<file path="src/rtl/sid_pkg.sv">
// Shared SID audio types and I2S framing constants.
// The optional pad-bit dither in sid_audio_i2s_tx is enabled by SID_I2S_DITHER_EN.
package sid;

    localparam int I2S_SLOT_BITS  = 32;
    localparam int I2S_DATA_BITS  = 24;
    localparam int I2S_FRAME_BITS = 64;

    typedef logic signed [19:0] s20_t;
    typedef logic signed [23:0] s24_t;

    // Widen a 20-bit sample to 24 bits by appending four pad bits.
    // Sign is kept because the MSB stays in place.
    function automatic s24_t widen_s20(input s20_t x, input logic [3:0] pad);
        return s24_t'({x, pad});
    endfunction

endpackage

</file>
<file path="src/rtl/sid_i2s_timing.sv">
// I2S bit-clock generator.
// A CLK_DIV divider toggles i2s_bck. A 6-bit bit counter advances on every BCK falling edge.
// fall_evt and frame_start are combinational strobes. Both are high in the clk cycle whose
// posedge performs the BCK 1->0 toggle, so the consumer registers update on that same edge.
module sid_i2s_timing #(
    parameter int CLK_DIV = 2
) (
    input  logic       clk,
    input  logic       rst_n,
    output logic       i2s_bck,
    output logic       fall_evt,
    output logic [5:0] bit_cnt,
    output logic       frame_start
);

    localparam int DW = (CLK_DIV > 1) ? $clog2(CLK_DIV) : 1;

    logic [DW-1:0] div_cnt;
    logic          div_tc;

    assign div_tc      = (div_cnt == DW'(CLK_DIV - 1));
    assign fall_evt    = div_tc & i2s_bck;
    assign frame_start = fall_evt & (bit_cnt == 6'd63);

    // Divider, BCK toggle, and the bit counter advanced on each falling edge.
    always_ff @(posedge clk or negedge rst_n) begin
        if (!rst_n) begin
            div_cnt <= '0;
            i2s_bck <= 1'b0;
            bit_cnt <= 6'd63;
        end else begin
            if (div_tc) begin
                div_cnt <= '0;
                i2s_bck <= ~i2s_bck;
            end else begin
                div_cnt <= div_cnt + 1'b1;
            end
            if (fall_evt) begin
                bit_cnt <= bit_cnt + 6'd1;
            end
        end
    end

endmodule

</file>
<file path="src/rtl/sid_audio_i2s_tx.sv">
// Stereo SID audio sink serialised as a 64-BCK I2S frame.
// Each frame holds two 32-bit slots, MSB first, with data one BCK after LRCK.
// A one-deep holding register decouples the SID sample strobe from the frame rate.
// Valid/ready semantics: there is no ready. audio_valid is a one-cycle strobe that is
// always accepted. A strobe into a full holding register overwrites it (latest wins)
// and pulses overrun. A frame load with nothing held replays the last sample and pulses underrun.
// Optional feature macro: SID_I2S_DITHER_EN (LFSR noise in the 4 pad bits of each slot).
module sid_audio_i2s_tx
    import sid::*;
#(
    parameter int CLK_DIV = 2
) (
    input  logic clk,
    input  logic rst_n,
    input  logic audio_valid,
    input  s20_t audio_l,
    input  s20_t audio_r,
    output logic i2s_bck,
    output logic i2s_lrck,
    output logic i2s_data,
    output logic overrun,
    output logic underrun
);

    logic       fall_evt;
    logic       frame_start;
    logic [5:0] bit_cnt;
    logic [5:0] bit_nxt;

    s20_t hold_l, hold_r;
    s20_t last_l, last_r;
    logic hold_full;
    s20_t src_l, src_r;
    logic [3:0] pad_l, pad_r;
    logic [I2S_FRAME_BITS-1:0] sr;
    logic [I2S_FRAME_BITS-1:0] frame_word;

    sid_i2s_timing #(.CLK_DIV(CLK_DIV)) u_timing (
        .clk         (clk),
        .rst_n       (rst_n),
        .i2s_bck     (i2s_bck),
        .fall_evt    (fall_evt),
        .bit_cnt     (bit_cnt),
        .frame_start (frame_start)
    );

`ifdef SID_I2S_DITHER_EN
    logic [15:0] lfsr;

    // Fibonacci LFSR (taps 16,14,13,11), advanced once per frame load.
    always_ff @(posedge clk or negedge rst_n) begin
        if (!rst_n) begin
            lfsr <= 16'hACE1;
        end else if (frame_start) begin
            lfsr <= {lfsr[14:0], lfsr[15] ^ lfsr[13] ^ lfsr[12] ^ lfsr[10]};
        end
    end

    assign pad_l = lfsr[3:0];
    assign pad_r = lfsr[7:4];
`else
    assign pad_l = 4'h0;
    assign pad_r = 4'h0;
`endif

    assign bit_nxt    = bit_cnt + 6'd1;
    assign src_l      = hold_full ? hold_l : last_l;
    assign src_r      = hold_full ? hold_r : last_r;
    assign frame_word = {widen_s20(src_l, pad_l), {(I2S_SLOT_BITS - I2S_DATA_BITS){1'b0}},
                         widen_s20(src_r, pad_r), {(I2S_SLOT_BITS - I2S_DATA_BITS){1'b0}}};

    // Holding register capture and the last-sample copy taken at each frame load.
    always_ff @(posedge clk or negedge rst_n) begin
        if (!rst_n) begin
            hold_l    <= '0;
            hold_r    <= '0;
            last_l    <= '0;
            last_r    <= '0;
            hold_full <= 1'b0;
        end else begin
            if (frame_start && hold_full) begin
                last_l <= hold_l;
                last_r <= hold_r;
            end
            if (audio_valid) begin
                hold_l    <= audio_l;
                hold_r    <= audio_r;
                hold_full <= 1'b1;
            end else if (frame_start) begin
                hold_full <= 1'b0;
            end
        end
    end

    // Shift register, serial data and word select, all updated on BCK falling edges.
    always_ff @(posedge clk or negedge rst_n) begin
        if (!rst_n) begin
            sr       <= '0;
            i2s_data <= 1'b0;
            i2s_lrck <= 1'b1;
        end else if (fall_evt) begin
            i2s_data <= sr[I2S_FRAME_BITS-1];
            i2s_lrck <= bit_nxt[5];
            if (frame_start) begin
                sr <= frame_word;
            end else begin
                sr <= {sr[I2S_FRAME_BITS-2:0], 1'b0};
            end
        end
    end

    // One-cycle status pulses for overwritten and missing samples.
    always_ff @(posedge clk or negedge rst_n) begin
        if (!rst_n) begin
            overrun  <= 1'b0;
            underrun <= 1'b0;
        end else begin
            overrun  <= audio_valid & hold_full & ~frame_start;
            underrun <= frame_start & ~hold_full;
        end
    end

endmodule

</file>
<file path="config.mk">
export PLATFORM = sky130hd
export DESIGN_NAME = sid_audio_i2s_tx
export DESIGN_NICKNAME = d
export VERILOG_FILES = /design/src/rtl/sid_pkg.sv /design/src/rtl/sid_i2s_timing.sv /design/src/rtl/sid_audio_i2s_tx.sv
export SDC_FILE = /design/constraint.sdc
export NUM_CORES = 1
export LEC_CHECK = 0
export ABC_AREA = 1
export CORE_MARGIN = 1.5
export CORE_UTILIZATION = 40
export CTS_CLUSTER_DIAMETER = 200
export CTS_CLUSTER_SIZE = 12
export DETAILED_ROUTE_END_ITERATION = 10
export GPL_ROUTABILITY_DRIVEN = 1
export GPL_TIMING_DRIVEN = 0
export PLACE_DENSITY = 0.65
export SLEW_MARGIN = 20
export SYNTH_ARGS = -nofsm -noshare
export SYNTH_HDL_FRONTEND = slang
export SYNTH_SLANG_ARGS = --single-unit
</file>
<file path="constraint.sdc">
create_clock -name clk -period 3.45 [get_ports clk]
set_input_delay 0.69 -clock clk [delete_from_list [all_inputs] [get_ports clk]]
set_output_delay 0.69 -clock clk [all_outputs]
set_load 0.01 [all_outputs]
</file>
==> results.md, run 1 <==
* Post-Place Worst Slack at 1422 ps
* CTS root buf: clkbuf_16
* Worst path cell trace: clkdlybuf4s50_1
* Wire per inst at 12.10 um
* Post-synthesis cell area at 6753 um^2
* First-pass GRT wire length at 24620 um
* Dominant cell type by area after synthesis: dfrtp_1
* Layout area overhead at 21.22%
* Post-synth net total at 902
* Max Cap Violations at 0
* Met2 routed wirelength at 6628 um
* Final Hold Violating Endpoints at 0
* Sw Share at 21.11%
* Most frequent cells in the layout: nand2_1 (391), dfrtp_1 (138), inv_1 (124)
* Setup Viol. Count Final at 0
* Antenna Cells at 0
* Critical path arrival at 1530 ps
* Total GRT Usage at 17.39%
* Total power at 4017 uW
* Worst-Margin Slew at 614.7 ps
* Die area at 17670 um^2
* Largest net degree at the start of global routing at 93
* H-tree levels at 4
* Placer Congestion at 0.7336
* Leak at 0.004361 uW
* Gate power share at 5.3%
* Worst EP required at 2760 ps
* Clock latency on the worst-skew pair at 430 ps
* Fmax at 0.4502 GHz
* Layout Nets at 968
* # port buffers at 46
* Layout cells sized above 1 at 10.35%
* Die Ht at 132.9 um
* CTS Buf Count at 17
* PwrDens at 490.8 nW/um^2
* Core Area at 16520 um^2
* Post-route cell area at 8185 um^2
* Reg2Reg Launch Point: u_timing.bit_cnt[1]
* Metal1 wirelength at 6563 um
* Via count of the first global-routing pass at 5145
* DP Wirelength at 9316 um
* Hold_buf cts at 0
* Relative slew margins at 59.02%
* Fin. max-slew vios at 0
* CTS tree: done
* RR Endpoint: sr[53]
* Count of cell types in the netlist at 26
* Iter 0 DRT Violations at 262
* Reg-to-reg slack, setup at 1770 ps
* Max Root-Sink Buffers at 2
* Routed Antenna Nets at 0
* Share of Yosys cell area claimed by the top area cell type at 51.14%
* IO Count at 48
* DRC viols at 0
* CTS Sinks at 144
* Worst Clk Skew at 10.18 ps
* Pint at 3169 uW
* DR vias/cell at 4.531
* Hold crit path type: in2async
* Routed wire length at 14000 um
* Average footprint of a synthesized cell at 7.870 um^2
* Clock power share at 51.4%
* Worst vdd ir at 0.3722 mV
* Worst path slowest cell: dfstp_2
* Fin crit share at 64.38%
* Placed cell area at 7521 um^2
* Cell family with most CP delay: flip-flops
* Setup crit end kind: output pin
* CP Launch Type: register
* Postcts setup bufs at 0
* Gate Count Post-Synth at 858
* CP Buf/Inv Count at 1
* Drt pass-1 iters at 4
* RSZ-0062 raised after global routing: no
* Total grt overflow at 0
* NetSw at 847.9 uW
* Post-CTS Resized at 0
* CP peak stage delay at 550 ps
* Clk pin slew, worst setup/hold paths at 60 ps
* Worst setup path category: reg2out
* Initial antenna violation count at 0
* Part of the power in registers at 43.4%
* Sequential area share after synthesis at 53.47%
* Ys Warns at 0
* Fin util at 49.53%
* Rows at 47
* Top Metal Used: met4
* Met3 WL at 674 um
* Starting utilization of the core area at 40.86%
* Final Worst Setup Slack at 1229 ps
* Min Tclk post-route at 2221 ps
* Most area-consuming cells after synthesis: dfrtp_1 (51%), nand2_1 (22%), inv_1 (6.9%)
* Commonest non-fill, non-tap cell in the layout: nand2_1
* Register bit total from synthesis at 144
* Die width at 132.9 um
* Run status: completed
* DR vias at 5242
* Worst-case reg-to-reg path depth at 8
* Maximum fanout along the worst path at 4
[routing by layer]
| layer | GRT usage (%) | vias to the layer above |
|---|---|---|
| met5 | 0 | - |
| met1 | 22.81 | 2448 |
| li1 | - | 2717 |
| met2 | 28.01 | 66 |
| met4 | 5.556 | 0 |
| met3 | 4.789 | 11 |
[Yosys cell counts]
cell type,number
nand2_1,391
dfrtp_1,138
inv_1,124
o21ai_0,43
a21oi_1,39
o21ai_2,30
clkbuf_1,24
nand3_1,13
buf_2,11
buf_6,10
o21ai_1,10
dfstp_2,6
nor2_1,3
buf_4,2
xnor2_1,2
xor2_1,2
ha_1,1
inv_2,1
nand2_4,1
nand3_2,1
nand3_4,1
nand3b_1,1
nand4_1,1
nor2_8,1
nor3_1,1
o21bai_1,1
[power by group through the flow]
stage	clock network, uW	logic, uW	registers, uW
final	2060	212	1740
after global routing	2170	249	1750
after CTS	2100	220	1740
after detailed placement	0	218	1770
after global placement	0	211	1770
after floorplan	0	100	1770
[stage by stage]
step / cells / TNS, ps / hold slack, ps
after floorplan: 858 / 0 / 394.4
after global placement: 1124 / -597050 / 432.6
after detailed placement: 1125 / 0 / 439.0
after CTS: 1157 / 0 / 177.9
after global routing: 1157 / 0 / 201.0
final: 1157 / 0 / 178.5
[how the worst max path moves through the flow]
stage,start,to,slack (ps),cells past startpoint
floorplan,u_timing.bit_cnt[1],last_l[10],1940,7
global placement,rst_n,hold_l[16],-4240,1
CTS,i2s_lrck,i2s_lrck,1200,1
detailed placement,audio_valid,hold_r[1],1420,4
finish,i2s_lrck,i2s_lrck,1230,1
global route,i2s_lrck,i2s_lrck,1190,1
[layout make-up]
cell class / instances / area [um^2]
Multi-Input combinational cell: 542 / 2400
Clock inverter: 10 / 180.2
Inverter: 125 / 469.2
Sequential cell: 144 / 3611
Clock buffer: 22 / 484.2
Buffer: 47 / 272.8
Timing Repair Buffer: 47 / 493.0
Fill cell: 1572 / 8339
Tap cell: 220 / 275.3
[kinds of logic (layout without fill, tap and decap cells)]
| logic type | after synthesis | count (layout) | share of synthesized area [%] |
|---|---|---|---|
| flops | 144 | 144 | 53.47 |
| xor+xnor | 4 | 4 | 0.5189 |
| compound gates | 123 | 123 | 10.82 |
| fa+ha+maj | 1 | 1 | 0.1853 |
| simple gates | 414 | 414 | 24.01 |
| buf+inv | 172 | 251 | 10.99 |
[flip-flops by register name (all words and copies together), names as in the netlist]
name,count
sr,52
hold_l,20
hold_r,20
last_l,20
last_r,20
u_timing.bit_cnt,5
hold_full,1
i2s_data,1
i2s_lrck,1
overrun,1
u_timing.div_cnt,1
u_timing.i2s_bck,1
underrun,1
(Power assumes the default switching activity.)
==> inputs of run 2 (changes only) <==
- clock period: 3.45 -> 2.3 ns (I/O delays scaled with it)
==> run 2 against run 1 <==
Clock power grew 50%. Hold slack gained 260 ps. First-iteration DRC count shrank 6.9%. Setup slack lost 920 ps. Sequential share of layout area shrank 0.054 points. Utilization grew 0.061 points. Via count grew 0.34%. Sequential power grew 50%. Non-clock buffer count grew 1. Die area is the same. Largest power group unchanged.
==> results.md, run 2 (same netlist as run 1, synthesis figures left out) <==
* Run status: completed
* Grt met1 use at 22.81%
* Most used routing layer: met2
* Clock latency on the worst-skew pair at 430 ps
* Die width at 132.9 um
* CTS Sinks at 144
* Leak at 0.004366 uW
* Layout cells sized above 1 at 10.34%
* Reg with most FFs: sr
* Rows at 47
* Met3 GRT Util at 4.789%
* Worst setup path category: reg2out
* Drt pass-1 iters at 4
* Starting utilization of the core area at 40.86%
* Min Tclk post-route at 1990 ps
* IO Count at 48
* Final Hold Violating Endpoints at 0
* Setup Viol. Count Final at 0
* Largest net degree at the start of global routing at 93
* DR vias/cell at 4.542
* Total grt overflow at 0
* Post-route cell area at 8195 um^2
* Relative slew margins at 58.28%
* Met2 track demand over resource at 28.01%
* Worst EP required at 1840 ps
* # port buffers at 46
* Fin crit share at 86.52%
* Setup crit end kind: output pin
* Via count of the first global-routing pass at 5145
* CP peak stage delay at 550 ps
* Hold crit path type: reg2reg
* Maximum fanout along the worst path at 4
* Cell family with most CP delay: flip-flops
* DP Wirelength at 9316 um
* PwrDens at 735.7 nW/um^2
* Worst Clk Skew at 6.042 ps
* First-pass GRT wire length at 24620 um
* CTS root buf: clkbuf_16
* RSZ-0062 raised after global routing: no
* Most frequent cells in the layout: nand2_1 (391), dfrtp_1 (138), inv_1 (124)
* Routed Antenna Nets at 0
* Worst path cell trace: clkdlybuf4s50_1
* DRC viols at 0
* Setup TNS at 0 ps
* H-tree levels at 4
* Worst vdd ir at 0.5578 mV
* Max Cap Violations at 0
* Critical path arrival at 1530 ps
* Die Ht at 132.9 um
* Fmax at 0.5026 GHz
* CP Buf/Inv Count at 1
* Fillcell total at 1571
* DR vias at 5260
* Iter 0 DRT Violations at 244
* Layout Nets at 969
* Placer Congestion at 0.7336
* CP Launch Type: register
* Die area at 17670 um^2
* Total GRT Usage at 17.39%
* Fin. max-slew vios at 0
* Placed cell area at 7521 um^2
* Clk pin slew, worst setup/hold paths at 60 ps
* Wire per inst at 12.10 um
* Routed wire length at 14010 um
* Max Root-Sink Buffers at 2
* CTS tree: done
* Worst-Margin Slew at 625.8 ps
* Layout area overhead at 21.36%
* CTS Buf Count at 17
* Worst path slowest cell: dfstp_2
* Initial antenna violation count at 0
* Max FFs per register at 52
* Reg-to-reg slack, setup at 620 ps
* Commonest non-fill, non-tap cell in the layout: nand2_1
* Core Area at 16520 um^2
* Antenna Cells at 0
[run 2: repair_timing]
item | 4_1_cts | 5_1_grt
hold endpoints to repair | 52 | 0
hold buffers | 1 | 0
buffers inserted | 0 | 0
gates resized for setup | 0 | 0
[run 2: path summary, 6_finish.rpt]
path                                startpoint               end  cells after the start
setup / recovery                      i2s_lrck          i2s_lrck                      1
hold / removal                u_timing.div_cnt  u_timing.div_cnt                      1
setup reg to reg           u_timing.bit_cnt[1]         last_r[3]                      7
hold reg to reg               u_timing.div_cnt  u_timing.div_cnt                      1
max in group asynchronous                rst_n          i2s_lrck                      3
min in group asynchronous                rst_n        last_r[16]                      2
[run 2: area by class of cell]
class	instances	area, um^2	share of cell area [%]
buffer	47	272.8	3.328
sequential	144	3611	44.06
inverter	125	469.2	5.725
clock buffer	22	484.2	5.908
tap	220	275.3	3.359
multi-input combinational	542	2400	29.28
clock inverter	10	180.2	2.198
timing repair buffer	48	503.0	6.137
[run 2: where the power goes]
part	internal [uW]	total (uW)	switching (uW)	leakage, uW
clock network	2030	3090	1060	0.000322
logic	124	321	198	0.00214
registers	2600	2610	15.2	0.00191
total	4750	6030	1270	0.00437
[run 2: stage by stage]
stage / instances / utilization, % / power [uW] / setup slack (ps) / hold WS, ps
floorplan: 858 / - / 2806 / 787.9 / 164.4
global placement: 1124 / 45.32 / 2975 / -5156 / 432.6
detailed placement: 1125 / 45.51 / 2985 / 502.3 / 411.1
CTS: 1158 / 49.59 / 6102 / 281.2 / 448.3
global route: 1158 / 49.59 / 6255 / 274.4 / 476.2
finish: 1158 / 49.59 / 6029 / 310.2 / 443.0
[run 2: layer usage]
layer,up-vias,routed length [um]
met4,0,155
li1,2716,-
met1,2469,6634
met3,11,569
met2,64,6651
met5,-,0
==> inputs of run 3 (changes only) <==
- SLEW_MARGIN: 20 -> not set
==> run 3 against run 2 <==
Clock skew about the same. The flow now finishes with violations (hold timing). Cell count about the same. Utilization down 0.23 points. Clock power down 4%. Total power down 1.9%. Wire length down 1.2%. Sequential share of layout area up 0.20 points. Critical path type unchanged.
==> results.md, run 3 (same netlist as run 1, synthesis figures left out) <==
* Failing checks: hold timing
* Iter 0 DRT Violations at 317
* Routed wire length at 13840 um
* Leak at 0.004354 uW
* H-tree levels at 4
* Total GRT Usage at 17.18%
* DP Wirelength at 9262 um
* CP peak stage delay at 560 ps
* Fmax at 0.5024 GHz
* Worst path cell trace: clkdlybuf4s50_1
* Fin. max-slew vios at 0
* Setup Viol. Count Final at 0
* Fin Hold WS at -6.805 ps
* Final Hold Violating Endpoints at 23
* Total grt overflow at 0
* Die Ht at 132.9 um
* Wire per inst at 11.96 um
* Worst-Margin Slew at 664.8 ps
* First-pass GRT wire length at 24310 um
* Worst vdd ir at 0.5543 mV
* Starting utilization of the core area at 40.86%
* Relative slew margins at 55.68%
* Die area at 17670 um^2
* Cell family with most CP delay: buffers and inverters
* Reg2Reg Launch Point: u_timing.bit_cnt[1]
* Fillcell total at 1616
* Commonest non-fill, non-tap cell in the layout: nand2_1
* Largest net degree at the start of global routing at 93
* Run status: finished with violations
* Worst EP required at 1840 ps
* Clk pin slew, worst setup/hold paths at 60 ps
* Max Root-Sink Buffers at 2
* Clock latency on the worst-skew pair at 430 ps
* Worst setup path category: reg2out
* Die width at 132.9 um
* Postcts setup bufs at 0
* Register area at 3611 um^2
* Min Tclk post-route at 1990 ps
* RR Endpoint: sr[53]
* PwrDens at 724.9 nW/um^2
* Worst Clk Skew at 6.142 ps
* CTS tree: done
* Max FFs per register at 52
* Post-Place Worst Slack at 506.7 ps
* Rows at 47
* Setup crit end kind: output pin
* # port buffers at 46
* Final Worst Setup Slack at 309.7 ps
* IO Count at 48
* Routed Antenna Nets at 0
* Reg-to-reg slack, setup at 620 ps
* Most frequent cells in the layout: nand2_1 (391), dfrtp_1 (138), inv_1 (124)
* Critical path arrival at 1530 ps
* Post-CTS Resized at 0
* Fin crit share at 86.53%
* DR vias at 5199
* CTS Sinks at 144
* CTS Buf Count at 17
* Reg with most FFs: sr
* Antenna Cells at 0
* DRC viols at 0
* Placed cell area at 7517 um^2
* Initial antenna violation count at 0
* Worst-case reg-to-reg path depth at 8
* Stages on the worst setup path at 1
* Hold_buf cts at 0
* CP Buf/Inv Count at 1
* Layout Nets at 968
* Core Area at 16520 um^2
* Hold crit path type: in2async
* Drt pass-1 iters at 4
* RSZ-0062 raised after global routing: no
* Max Cap Violations at 0
* Worst path slowest cell: clkdlybuf4s50_1
* Placer Congestion at 0.7336
* Maximum fanout along the worst path at 4
* Layout cells sized above 1 at 10.35%
* CP Launch Type: register
* Post-route cell area at 8158 um^2
* CTS root buf: clkbuf_16
* Layout area overhead at 20.81%
* Multi-input gate area at 2400 um^2
* DR vias/cell at 4.494
* Via count of the first global-routing pass at 5112
run 3: changes by cell type in the layout (fill, tap and decap cells not counted), sizes merged:
cell and delta:
bufinv -1, clkinvlp -1, dlygate4sd3 -1, clkinv +2
run 3: worst max path at each step:
stage	start	to	slack, ps
detailed placement	audio_valid	hold_r[1]	510
global placement	rst_n	hold_l[16]	-5160
finish	i2s_lrck	i2s_lrck	310
floorplan	u_timing.bit_cnt[1]	last_l[10]	790
global route	i2s_lrck	i2s_lrck	280
CTS	i2s_lrck	i2s_lrck	290
run 3: cell type report:
| type | instances | area share [%] |
|---|---|---|
| plain buffers | 47 | 3.344 |
| flip-flops and latches | 144 | 44.26 |
| clock inverters | 10 | 1.917 |
| inverters | 125 | 5.752 |
| repair buffers | 47 | 5.997 |
| multi-input cells | 542 | 29.42 |
| well taps | 220 | 3.374 |
| clock buffers | 22 | 5.936 |
run 3: power breakdown:
group	total, uW	switching (uW)	leakage (uW)	internal, uW
Sequential	2610	15.4	0.00191	2600
Clock	2980	1060	0.000316	1920
Combinational	318	196	0.00213	122
Total	5910	1270	0.00435	4640
run 3: per-layer routing:
metal	track usage [%]	vias up	wire [um]	part of all wire, %
met5	0	-	0	0
met4	5.128	0	181	1.3
met3	4.138	17	471	3.4
met2	28.70	62	6534	47
met1	22.18	2400	6650	48
li1	-	2720	-	-
run 3: through the flow:
step | utilization (%) | setup TNS, ps | std cells | power (uW)
after floorplan | - | 0 | 858 | 2806
after global placement | 45.32 | -729530 | 1124 | 2975
after detailed placement | 45.49 | 0 | 1125 | 2984
after CTS | 49.37 | 0 | 1157 | 5981
after global routing | 49.37 | 0 | 1157 | 6131
final | 49.37 | 0 | 1157 | 5914
==> RTL change: new RTL, settings of run 1 <==
Add a define of `SID_I2S_DITHER_EN`.
--- a/src/rtl/sid_audio_i2s_tx.sv
+++ b/src/rtl/sid_audio_i2s_tx.sv
@@ -7,2 +7,4 @@
 // Optional feature macro: SID_I2S_DITHER_EN (LFSR noise in the 4 pad bits of each slot).
+`define SID_I2S_DITHER_EN
+
 module sid_audio_i2s_tx
Behaviour: no difference found for any inputs over 10 cycles, from zero or initial values and one cycle with rst_n low; that may be too few to reach the edited logic, so the function may still have changed.
==> RTL change against run 1 <==
Wire length increased by 22%; utilization down 0.57 points; worst setup slack improved by 0.011 ns; non-clock buffer count grew 8; area after synthesis increased by 9.6%; power grew 8.1%; sequential cell count up 20; final area is 8.2% higher; the flow now finishes with violations (design-rule violations).
==> RTL change: results (changes against run 1) <==
stage,metric,value,unit,change
worst_setup_path,FF-to-FF End,sr[26],,was sr[53]
finish,area occupied by multi-input gates,0.002620,mm²,was 0.002400 mm²
grt,Total Routing Usage GR,18.95,%,was 17.39%
finish,nonclk buf count,102,,was 94
power_and_ir_drop,Seq power,1.99,mW,was 1.74 mW
clocking,total clock sinks,164,,was 144
finish,fillers,1691,,was 1572
grt,vias in the first global route,5805,,was 5145
synth,synth cell count leaders,"nand2_1, dfrtp_1, inv_1, o21ai_0, a21oi_1",,"was nand2_1, dfrtp_1, inv_1"
grt,largest net degree at the start of global routing,88,,was 93
run_status,status,"finished, violations left",,"was finished, final reports clean"
power_and_ir_drop,net switching power,913.8,µW,was 847.9 µW
sta,final setup skew,0.01200,ns,was 0.01018 ns
die,die area,0.01933,mm²,was 0.01767 mm²
power_and_ir_drop,register share of total power,45.8,%,was 43.4%
sta,Slew @ Worst Pin,0.6230,ns,was 0.6147 ns
finish,ClkCell Share,7.601,%,was 8.117%
worst_setup_path,R2R depth,9,,was 8
finish,max reg flops,56,,was 52
worst_setup_path,Worst R2R Setup Slack,1.64,ns,was 1.77 ns
placed_design,DP Wirelength,11.41,mm,was 9.316 mm
route,total wire length,17.14,mm,was 14.00 mm
finish,Reg area,0.004121,mm²,was 0.003611 mm²
run_status,failing checks,design-rule violations,,
route,DRT Pass-1 Iters,9,,was 4
power_and_ir_drop,Peak supply drop,0.3208,mV,was 0.3722 mV
synth,"top cells by area, synth","dfrtp_1, nand2_1, o21ai_0",,"was dfrtp_1, nand2_1, inv_1"
finish,fin nets,1040,,was 968
sta,hold_ws,0.2339,ns,was 0.1785 ns
finish,CLK BUF,21,,was 22
route,Remaining DRCs,3,,was 0
synth,"Seq/Total Area, Yosys",55.67,%,was 53.47%
placed_design,Placement Cell Area,0.008183,mm²,was 0.007521 mm²
-- RTL change: changes by cell type after synthesis, sizes merged, moves of 4 or more --
cell / change
o21ai: +46
inv: -28
nand2: +16
dfrtp: +12
dfstp: +8
buf: +7
o31ai: +4
-- RTL change: logic make-up (layout without fill, tap and decap cells) --
| kind of cell | after synthesis | in the layout | share of synthesized area (%) |
|---|---|---|---|
| simple gates | 433 | 433 | 22.58 |
| compound gates | 174 | 174 | 11.93 |
| flops | 164 | 164 | 55.67 |
| buf+inv | 152 | 231 | 8.940 |
| xor+xnor | 6 | 6 | 0.7098 |
| fa+ha+maj | 1 | 1 | 0.1690 |
-- RTL change: how the worst max path moves through the flow --
| stage | from | slack (ns) | cells past startpoint | endpoint |
|---|---|---|---|---|
| 2_1_floorplan | u_timing.bit_cnt[1] | 1.89 | 10 | sr[40] |
| 6_report | i2s_lrck | 1.24 | 1 | i2s_lrck |
| 4_1_cts | i2s_lrck | 1.22 | 1 | i2s_lrck |
| 3_5_place_dp | audio_valid | 1.36 | 4 | hold_l[16] |
| 5_1_grt | i2s_lrck | 1.20 | 1 | i2s_lrck |
| 3_3_place_gp | rst_n | -5.14 | 1 | last_l[5] |
-- RTL change: per-layer routing --
layer,part of all wire [%],up-vias,routed length (µm),GRT usage (%)
met4,2.0,0,344,6.607
met3,4.0,19,684,4.247
met2,45,108,7677,28.68
met5,0,-,0,0
met1,49,2830,8429,26.86
li1,-,3006,-,-
-- RTL change: through the flow --
step	util [%]	setup TNS, ns	instances	worst slack [ns]
after global routing	48.97	0	1238	1.199
final	48.97	0	1238	1.240
after floorplan	-	0	930	1.892
after global placement	45.06	-811.15	1205	-5.137
after detailed placement	45.24	0	1206	1.358
after CTS	48.97	0	1238	1.221
